`src/rtl/p_game_mmio_pkg.sv`:
```
// -----------------------------------------------------------------------------
// p_game_mmio_pkg
// Shared constants for the game MMIO bridge: register word offsets inside the
// 16-word window, STATUS field positions, CTRL bit positions, and the sticky
// flag bundle used by the top module.
// Build option: P_GAME_MMIO_IRQ_EN (see p_game_mmio.sv).
// -----------------------------------------------------------------------------
package p_game_mmio_pkg;

  // The window is 16 words, so the low 4 address bits select the register.
  localparam int unsigned WIN_BITS = 4;

  localparam logic [WIN_BITS-1:0] OFF_STATUS = 4'd0;
  localparam logic [WIN_BITS-1:0] OFF_POP    = 4'd1;
  localparam logic [WIN_BITS-1:0] OFF_CTRL   = 4'd2;
  localparam logic [WIN_BITS-1:0] OFF_OUT0   = 4'd4;

  // STATUS bit positions
  localparam int unsigned STAT_NONEMPTY  = 0;
  localparam int unsigned STAT_FULL      = 1;
  localparam int unsigned STAT_OVERFLOW  = 2;
  localparam int unsigned STAT_UNDERFLOW = 3;
  localparam int unsigned STAT_OVERWRITE = 4;
  localparam int unsigned STAT_COUNT_LSB = 8;
  localparam int unsigned STAT_COUNT_W   = 7;
  localparam int unsigned STAT_VALID_LSB = 16;

  // CTRL bit positions
  localparam int unsigned CTRL_IRQ_EN = 0;
  localparam int unsigned CTRL_CLEAR  = 31;

  typedef struct packed {
    logic overflow;
    logic underflow;
    logic overwrite;
  } sticky_t;

  // Word offset of output channel k.
  function automatic logic [WIN_BITS-1:0] out_offset(input int unsigned k);
    return OFF_OUT0 + WIN_BITS'(k);
  endfunction

endpackage

```
`src/rtl/p_sync_fifo.sv`:
```
// -----------------------------------------------------------------------------
// p_sync_fifo
// Single-clock FIFO with registered occupancy count. No bypass: a word pushed
// while empty is visible only after the push edge. Pushes while full and pops
// while empty are ignored.
// Ports:
//   i_clock, i_reset   clock, synchronous active-high reset
//   i_push, i_data     write request and data
//   i_pop              read request (head advances at the edge)
//   o_data             current head word
//   o_full, o_empty    occupancy flags
//   o_count            entries held, 0..DEPTH
// -----------------------------------------------------------------------------
module p_sync_fifo #(
  parameter  int unsigned WIDTH = 32,
  parameter  int unsigned DEPTH = 8,
  localparam int unsigned AW    = $clog2(DEPTH)
) (
  input  logic             i_clock,
  input  logic             i_reset,
  input  logic             i_push,
  input  logic [WIDTH-1:0] i_data,
  input  logic             i_pop,
  output logic [WIDTH-1:0] o_data,
  output logic             o_full,
  output logic             o_empty,
  output logic [AW:0]      o_count
);

  localparam logic [AW:0] FULL_COUNT = (AW+1)'(DEPTH);

  logic [WIDTH-1:0] r_mem [DEPTH];
  logic [AW-1:0]    r_wr_ptr;
  logic [AW-1:0]    r_rd_ptr;
  logic [AW:0]      r_count;

  logic w_push;
  logic w_pop;

  assign o_full  = (r_count == FULL_COUNT);
  assign o_empty = (r_count == '0);
  assign o_count = r_count;
  assign o_data  = r_mem[r_rd_ptr];

  assign w_push = i_push & ~o_full;
  assign w_pop  = i_pop  & ~o_empty;

  // Pointers are exactly AW bits wide, so they wrap modulo DEPTH on their own.
  always_ff @(posedge i_clock) begin
    if (i_reset) begin
      r_wr_ptr <= '0;
      r_rd_ptr <= '0;
      r_count  <= '0;
    end else begin
      if (w_push) r_wr_ptr <= r_wr_ptr + 1'b1;
      if (w_pop)  r_rd_ptr <= r_rd_ptr + 1'b1;
      case ({w_push, w_pop})
        2'b10:   r_count <= r_count + 1'b1;
        2'b01:   r_count <= r_count - 1'b1;
        default: r_count <= r_count;
      endcase
    end
  end

  // NOTE: storage has no reset; the count and pointers define which entries
  // are meaningful, so clearing the array would only cost reset fan-out.
  always_ff @(posedge i_clock) begin
    if (w_push) r_mem[r_wr_ptr] <= i_data;
  end

endmodule

```
`src/rtl/p_game_mmio.sv`:
```
// -----------------------------------------------------------------------------
// p_game_mmio
// Memory-mapped bridge between the processor data bus and the Tetris game
// logic. Decodes a 16-word window at BASE_ADDR holding STATUS, POP, CTRL and
// NUM_OUT output channel registers; game events arrive through an input FIFO.
// Build option: define P_GAME_MMIO_IRQ_EN to build the level interrupt and the
// writable CTRL.irq_en bit; otherwise o_irq is tied low.
// Ports:
//   i_clock, i_reset          clock, synchronous active-high reset
//   i_bus_addr/wdata/wren/rden processor bus (word address)
//   o_bus_hit                 address lies inside the window (combinational)
//   o_bus_rdata               registered read data, held between reads
//   i_game_in_data/valid      game event push, o_game_in_ready = FIFO not full
//   o_game_out_data/valid     per-channel word and pending flag
//   i_game_out_ack            game consumed channel k
//   o_irq                     level interrupt
// -----------------------------------------------------------------------------
module p_game_mmio
  import p_game_mmio_pkg::*;
#(
  parameter int unsigned       DATA_W     = 32,
  parameter int unsigned       ADDR_W     = 12,
  parameter logic [ADDR_W-1:0] BASE_ADDR  = 12'hF00,
  parameter int unsigned       NUM_OUT    = 2,
  parameter int unsigned       FIFO_DEPTH = 8
) (
  input  logic                      i_clock,
  input  logic                      i_reset,
  input  logic [ADDR_W-1:0]         i_bus_addr,
  input  logic [DATA_W-1:0]         i_bus_wdata,
  input  logic                      i_bus_wren,
  input  logic                      i_bus_rden,
  output logic                      o_bus_hit,
  output logic [DATA_W-1:0]         o_bus_rdata,
  input  logic [DATA_W-1:0]         i_game_in_data,
  input  logic                      i_game_in_valid,
  output logic                      o_game_in_ready,
  output logic [NUM_OUT*DATA_W-1:0] o_game_out_data,
  output logic [NUM_OUT-1:0]        o_game_out_valid,
  input  logic [NUM_OUT-1:0]        i_game_out_ack,
  output logic                      o_irq
);

  localparam int unsigned CNT_W = $clog2(FIFO_DEPTH) + 1;

  // ---------------------------------------------------------------- decode
  logic [WIN_BITS-1:0] w_offset;
  logic                w_rd;
  logic                w_wr;
  logic                w_sel_status;
  logic                w_sel_pop;
  logic                w_sel_ctrl;
  logic [NUM_OUT-1:0]  w_out_sel;

  assign o_bus_hit    = (i_bus_addr[ADDR_W-1:WIN_BITS] == BASE_ADDR[ADDR_W-1:WIN_BITS]);
  assign w_offset     = i_bus_addr[WIN_BITS-1:0];
  assign w_rd         = i_bus_rden & o_bus_hit;
  assign w_wr         = i_bus_wren & o_bus_hit;
  assign w_sel_status = (w_offset == OFF_STATUS);
  assign w_sel_pop    = (w_offset == OFF_POP);
  assign w_sel_ctrl   = (w_offset == OFF_CTRL);

  // Offsets 4+k with k >= NUM_OUT match nothing and fall through to zero.
  for (genvar g = 0; g < NUM_OUT; g++) begin : g_out_sel
    assign w_out_sel[g] = (w_offset == out_offset(g));
  end

  // ---------------------------------------------------------------- input FIFO
  logic [DATA_W-1:0] w_fifo_head;
  logic              w_fifo_full;
  logic              w_fifo_empty;
  logic [CNT_W-1:0]  w_fifo_count;
  logic              w_pop_req;
  logic              w_underflow_evt;

  assign w_pop_req       = w_rd & w_sel_pop;
  assign w_underflow_evt = w_pop_req & w_fifo_empty;

  p_sync_fifo #(
    .WIDTH (DATA_W),
    .DEPTH (FIFO_DEPTH)
  ) u_fifo (
    .i_clock (i_clock),
    .i_reset (i_reset),
    .i_push  (i_game_in_valid),
    .i_data  (i_game_in_data),
    .i_pop   (w_pop_req),
    .o_data  (w_fifo_head),
    .o_full  (w_fifo_full),
    .o_empty (w_fifo_empty),
    .o_count (w_fifo_count)
  );

  // Held low during reset so the game never pushes into a FIFO being flushed.
  assign o_game_in_ready = ~w_fifo_full & ~i_reset;

  // ---------------------------------------------------------------- output channels
  logic [NUM_OUT*DATA_W-1:0] r_out_data;
  logic [NUM_OUT-1:0]        r_out_valid;

  // A bus write to a channel takes priority over a same-cycle ack.
  always_ff @(posedge i_clock) begin
    if (i_reset) begin
      r_out_data  <= '0;
      r_out_valid <= '0;
    end else begin
      for (int k = 0; k < NUM_OUT; k++) begin
        if (w_wr & w_out_sel[k]) begin
          r_out_data[k*DATA_W +: DATA_W] <= i_bus_wdata;
          r_out_valid[k]                 <= 1'b1;
        end else if (i_game_out_ack[k]) begin
          r_out_valid[k] <= 1'b0;
        end
      end
    end
  end

  assign o_game_out_data  = r_out_data;
  assign o_game_out_valid = r_out_valid;

  // ---------------------------------------------------------------- sticky flags
  sticky_t r_sticky;
  logic    w_clear;

  assign w_clear = w_wr & w_sel_ctrl & i_bus_wdata[CTRL_CLEAR];

  // NOTE: non-blocking assignments; a later assignment in this block overrides
  // the clear, so an event landing in the same cycle as a clear stays recorded.
  always_ff @(posedge i_clock) begin
    if (i_reset) begin
      r_sticky <= '0;
    end else begin
      if (w_clear)                            r_sticky           <= '0;
      if (i_game_in_valid & w_fifo_full)      r_sticky.overflow  <= 1'b1;
      if (w_underflow_evt)                    r_sticky.underflow <= 1'b1;
      if (w_wr & |(w_out_sel & r_out_valid))  r_sticky.overwrite <= 1'b1;
    end
  end

  // ---------------------------------------------------------------- interrupt
  logic w_irq_en;

`ifdef P_GAME_MMIO_IRQ_EN
  logic r_irq_en;
  logic r_irq;

  always_ff @(posedge i_clock) begin
    if (i_reset) begin
      r_irq_en <= 1'b0;
      r_irq    <= 1'b0;
    end else begin
      if (w_wr & w_sel_ctrl) r_irq_en <= i_bus_wdata[CTRL_IRQ_EN];
      r_irq <= r_irq_en & (~w_fifo_empty | r_sticky.overflow);
    end
  end

  assign w_irq_en = r_irq_en;
  assign o_irq    = r_irq;
`else
  assign w_irq_en = 1'b0;
  assign o_irq    = 1'b0;
`endif

  // ---------------------------------------------------------------- read path
  logic [DATA_W-1:0] w_status;
  logic [DATA_W-1:0] w_rdata_next;
  logic [DATA_W-1:0] r_rdata;

  always_comb begin
    w_status                                = '0;
    w_status[STAT_NONEMPTY]                 = ~w_fifo_empty;
    w_status[STAT_FULL]                     = w_fifo_full;
    w_status[STAT_OVERFLOW]                 = r_sticky.overflow;
    w_status[STAT_UNDERFLOW]                = r_sticky.underflow;
    w_status[STAT_OVERWRITE]                = r_sticky.overwrite;
    w_status[STAT_COUNT_LSB +: STAT_COUNT_W] = STAT_COUNT_W'(w_fifo_count);
    w_status[STAT_VALID_LSB +: NUM_OUT]     = r_out_valid;
  end

  // All sources are pre-edge state, so a combined write+read returns old data.
  always_comb begin
    w_rdata_next = '0;
    if (w_sel_status) begin
      w_rdata_next = w_status;
    end else if (w_sel_pop) begin
      w_rdata_next = w_fifo_empty ? '0 : w_fifo_head;
    end else if (w_sel_ctrl) begin
      w_rdata_next[CTRL_IRQ_EN] = w_irq_en;
    end else begin
      for (int k = 0; k < NUM_OUT; k++) begin
        if (w_out_sel[k]) w_rdata_next = r_out_data[k*DATA_W +: DATA_W];
      end
    end
  end

  always_ff @(posedge i_clock) begin
    if (i_reset) begin
      r_rdata <= '0;
    end else if (w_rd) begin
      r_rdata <= w_rdata_next;
    end
  end

  assign o_bus_rdata = r_rdata;

endmodule

```
`config.mk`:
```
export PLATFORM = sky130hd
export DESIGN_NAME = p_game_mmio
export DESIGN_NICKNAME = d
export VERILOG_FILES = /design/src/rtl/p_game_mmio_pkg.sv /design/src/rtl/p_sync_fifo.sv /design/src/rtl/p_game_mmio.sv
export SDC_FILE = /design/constraint.sdc
export NUM_CORES = 1
export LEC_CHECK = 0
export CORE_MARGIN = 2
export CORE_UTILIZATION = 54
export CTS_BUF_LIST = sky130_fd_sc_hd__clkbuf_4
export DETAILED_ROUTE_END_ITERATION = 10
export GPL_TIMING_DRIVEN = 0
export PLACE_DENSITY_LB_ADDON = 0.08
export SKIP_LAST_GASP = 1
export SLEW_MARGIN = 15
export SYNTH_ARGS = -nofsm -noshare
export SYNTH_HDL_FRONTEND = slang
export SYNTH_SLANG_ARGS = --single-unit
```
`constraint.sdc`:
```
create_clock -name i_clock -period 16.4 [get_ports i_clock]
set_input_delay 4.1 -clock i_clock [delete_from_list [all_inputs] [get_ports i_clock]]
set_output_delay 4.1 -clock i_clock [all_outputs]
set_load 0.01 [all_outputs]
```
; ---- Yosys cells after proc, flatten, opt, wreduce, memory -nomap -nowiden
; Memories as Yosys holds them, arrays and structs flattened. A register that Yosys moved wholly into a read port is not among the register bits.
; Cells that the tools add are included.
[op_classes]
addsub = 4
mul = 0
div_mod_pow = 0
n_lt_le_gt_ge = 0
n_eq_ne = 8
shift = 0
mux = 20
bitwise = 17
reduce_logical = 9
[op_table]
columns = op, n
row1 = $mux W32, 5
row2 = $mux W31, 1
row3 = $and A1 B1 Y1, 13
row4 = $reduce_bool A2 Y1, 6
row5 = $mux W1, 10
row6 = $mux W3, 3
row7 = $eq A4 B3 Y1 const B, 2
row8 = $eq A8 B8 Y1 const B, 1
row9 = $logic_not A4 Y1, 2
row10 = $pmux W4 S2, 1
row11 = $add A3 B1 Y3 const B, 2
row12 = $add A4 B1 Y4 const B, 1
row13 = $eq A4 B1 Y1 const B, 1
row14 = $eq A4 B2 Y1 const B, 1
row15 = $eq A4 B4 Y1 const B, 1
row16 = $sub A4 B1 Y4 const B, 1
row17 = $not A1 Y1, 3
row18 = $and A2 B2 Y2, 1
row19 = $eq A2 B1 Y1 const B, 1
row20 = $eq A2 B2 Y1 const B, 1
row21 = $reduce_or A2 Y1, 1
[totals]
reg_bits = 111
latch_bits = 0
mem_bits_rw = 256
romBits = 0
out_inout_bits = 101
memories = 1
[mem_list]
columns = memory, depth, word_bits, read_ports, rd_ports_with_merged_regs, wr, line_no
row1 = u_fifo.r_mem, 8, 32, 1, 1, 1, p_sync_fifo.sv:32  ; logic [WIDTH-1:0] r_mem [DEPTH];

; ---- Logic depth before layout (Yosys ltp)
[logic_depth]
depth_word = 6
depth_mapped = 11

; ---- Modules after synthesis
; Synthesis repeated with hierarchy kept, for this count alone.
[unflattened]
hier_cells = 963
area_unflattened_um2 = 14856.7
[modules_own_cells]
columns = module, n_inst, cells_per_inst, area_per_inst_um2, seq_area_each_um2
row1 = p_sync_fifo, 1, 444, 10513.8, 7947.6
row2 = p_game_mmio, 1, 519, 4342.9, 2021.9

; ---- Worst setup path before layout
; Ideal clock, no wire load.
[synth_path]
kind = in2out
start = input i_reset
end = output o_game_in_ready
arrival_ps = 4750
t_required_ps = 12300
setup_slack_ps = 7550
cell_stages = 4
n_path_buf = 3
path_cell_list = clkbuf_8 -> buf_6 -> clkbuf_1 -> nor2_1
[synth_between]
elab_chain_len = 2
[synth_lines]
columns = element, line_no
row1 = from (decl), p_game_mmio.sv:28  ; input logic i_reset,
row2 = $not A1 Y1, p_game_mmio.sv:95  ; assign o_game_in_ready = ~w_fifo_full & ~i_reset;
row3 = $and A1 B1 Y1, p_game_mmio.sv:95
row4 = to (decl), p_game_mmio.sv:37  ; output logic o_game_in_ready,
; Every way passes these cells.

; ---- Worst setup path after layout
[layout_path]
start = input i_bus_addr[4]
end = output o_bus_hit
[layout_between]
elab_chain_len = 1
[layout_lines]
columns = element, line_no
row1 = from (decl), p_game_mmio.sv:29  ; input logic [ADDR_W-1:0] i_bus_addr,
row2 = $eq A8 B8 Y1, p_game_mmio.sv:55  ; assign o_bus_hit = (i_bus_addr[ADDR_W-1:WIN_BITS] == BASE_ADDR[ADDR_W-1:WIN_BITS]);
row3 = to (decl), p_game_mmio.sv:33  ; output logic o_bus_hit,
; Every way passes these cells.

==> results.cfg <==
[run_status]
status = complete, no violations

[detailed_routing]
wl_met1_mm = 15.8
vias_per_cell = 5.66
drc = 0
drt-total-wl_mm = 36.3
wl_met2_mm = 16.8
ant_nets = 0
wl_per_cell_microns = 22.4
drt_iter0_markers = 915
top_layer = met5
vias = 9181
drtPass1Iterations = 5
met3_length_mm = 2.74

[timing]
period_needed_ns = 9.78
max_slew_margin = 0.326
whs_ns = 0.465
drv_slew = 0
period_share = 0.596
max_freq_mhz = 102
hold_violations = 0
setup_violations = 0
rsz0062_at_grt = false
fin_worst_skew_ns = 0.0418
setup_tns_ns = 0
worst_slew_pin_slew_ns = 0.997

[logic_synthesis]
ys_top_cells_by_area = edfxtp_1 (53%), dfxtp_1 (16%), mux4_2 (9.6%)
synth_seq_cells = 370
synthCells = 901
yosysTopAreaCellShare = 0.526
synth.avg_cell_area_sq_um = 16.2
yosysTopAreaCell = edfxtp_1
async_reset_ff_frac = 0
synth_edf_count = 256
yosysWarnings = 0
syn_nets = 989
synthFlopType = edfxtp_1
ys_types = 60
ys_seq_area_frac = 0.682
synth.cell_area_sq_um = 14600

[min_path]
holdPathStages = 1
hold_path_end = o_bus_rdata[18]
worstHoldStart = o_bus_rdata[18]
worstHoldPathType = reg -> reg

[job]
maxCapViolCount = 0

[cells_and_area]
mostFrequentLayoutCells = edfxtp_1 (256), clkdlybuf4s50_1 (181), clkbuf_4 (149)
nFillCells = 1904
drive_gt1_frac = 0.252
finish.utilization = 0.690
stdcell_area_sq_um = 18400
fin_nets = 1300
seq_area_sq_um = 9970
multi_input_area_sq_um = 4300
areaGrowthSynthToFinish_pct = 26.2
layout_commonest_cell = edfxtp_1

[die]
core_area_sq_um = 26700
io_pins = 184
num_rows = 60
dieArea_sq_um = 28400
die_h_microns = 169
die_w_microns = 169
initial_core_util = 0.547

[placement]
io_buffers = 181
routabilityCongestion = 0.851
hpwl_mm = 25.6
postPlaceCellArea_sq_um = 17200

[worst_setup_path]
path_cells = clkdlybuf4s50_1 > and4bb_1 > buf_2 > and2_1 > clkdlybuf4s50_1
cp_max_fo = 6
rr_worst_depth = 8
startpoint_type = input port
cpMostUsedCell = clkdlybuf4s50_1
worstSetupPathType = in -> out
critPathCaptureType = output pin
arrival_ns = 5.68
r2r_slack_ns = 13.20
r2r_start = u_fifo.o_count[1]
max_stage_delay_ns = 0.53
slowest_stage = clkdlybuf4s50_1
cp.required_ns = 12.30
r2r-end = u_fifo.o_count[3]

[cts]
cts_made_buffers = 92
cts_resized = 0
cts_hold_buf = 0
clock_sinks = 370
insertion_delay_ns = 0.72
cts_root_buffer = clkbuf_4
htreeDepth = 3
cts_buffer_depth = 3
postCtsSetupRepairBufs = 0
tritoncts = yes
clk_pin_slew_ns = 0.05

[global_routing]
grt_pass1_wl_mm = 55.4
grt_overflow = 0
grt_use_total = 0.261
antenna_found_initial = 3
grt_start_max_net_pins = 21
grt_pass1_vias = 9385

[power]
power_leakage_nw = 6.75
vdd_drop_max_mv = 0.0599
power_density_nw_per_um2 = 104
==> worst max path at each step <==
| stage | endpoint | slack [ns] | from |
|---|---|---|---|
| after floorplan | o_game_in_ready | 7.55 | i_reset |
| after global placement | u_fifo.r_mem[4][27] | 3.99 | i_game_in_valid |
| after detailed placement | o_bus_hit | 6.60 | i_bus_addr[6] |
| after CTS | o_bus_hit | 6.60 | i_bus_addr[6] |
| after global routing | o_bus_hit | 6.55 | i_bus_addr[4] |
| final | o_bus_hit | 6.62 | i_bus_addr[4] |
==> routing by layer <==
layer	vias up	GRT usage
met5	-	0
li1	4202	-
met2	381	0.408
met1	4520	0.364
met3	76	0.0596
met4	2	0.0941
==> per-stage QoR <==
step           std cells  power, mW  setup WS, ns
2_1_floorplan        901       1.08          7.55
3_3_place_gp        1423       1.13          3.99
3_5_place_dp        1459       1.13          6.60
4_1_cts             1621       1.93          6.60
5_1_grt             1622       1.99          6.55
6_report            1623       1.91          6.62
==> kinds of logic (layout without fill, tap and decap cells) <==
kind of cell / Yosys count / count (layout) / share of synthesized area
other cells: 1 / 3 / 0.000257
flops: 370 / 370 / 0.682
xor+xnor: 5 / 5 / 0.00300
fa+ha+maj: 5 / 5 / 0.00428
mux: 148 / 148 / 0.156
buf+inv: 64 / 443 / 0.0265
compound gates: 123 / 123 / 0.0628
simple gates: 185 / 185 / 0.0647
==> flip-flops by register name (all words and copies together), names as in the netlist, named ones only <==
register	flops
u_fifo.o_count	4
o_game_out_valid	2
r_sticky	3
u_fifo.r_mem	256
u_fifo.r_rd_ptr	3
o_game_out_data	64
u_fifo.r_wr_ptr	3
o_bus_rdata	32
==> power breakdown <==
| group | leakage, nW | internal, mW | switching, mW | total [mW] |
|---|---|---|---|---|
| clock network | 0.743 | 0.443 | 0.360 | 0.802 |
| logic | 2.77 | 0.0408 | 0.0522 | 0.0930 |
| registers | 3.24 | 1.01 | 0.00461 | 1.02 |
| total | 6.75 | 1.50 | 0.416 | 1.91 |
==> final cells by class <==
cell class / count / area share
Clock inverter: 13 / 0.00719
Clock buffer: 149 / 0.0607
Multi-Input combinational cell: 467 / 0.233
Timing Repair Buffer: 217 / 0.114
Inverter: 3 / 0.000611
Tap cell: 341 / 0.0231
Buffer: 61 / 0.0204
Sequential cell: 370 / 0.541
Antenna cell: 2 / 0.000271
==> worst max-delay path: cells and delay by family <==
kind                   cells  cell delay (ns)
AND/OR/NAND/NOR            2             0.46
buffers and inverters      3             1.11
==> Yosys cell counts, types with 4 or more instances <==
cell type and number:
a211oi_1 8, a21oi_1 35, a22o_1 4, a22oi_1 9, a32o_1 18, buf_2 24
buf_6 6, clkbuf_1 21, clkbuf_8 6, dfxtp_1 114, edfxtp_1 256, ha_1 5
mux2_2 8, mux2i_1 77, mux4_2 62, nand2_1 5, nand2b_1 6, nand3_1 5
nand4_1 4, nor2_1 126, nor2b_1 4, nor3_1 4, o21ai_0 9, o22a_1 18
o2bb2ai_1 9, xor2_1 5
No activity file was read; power rests on OpenSTA's default activity.
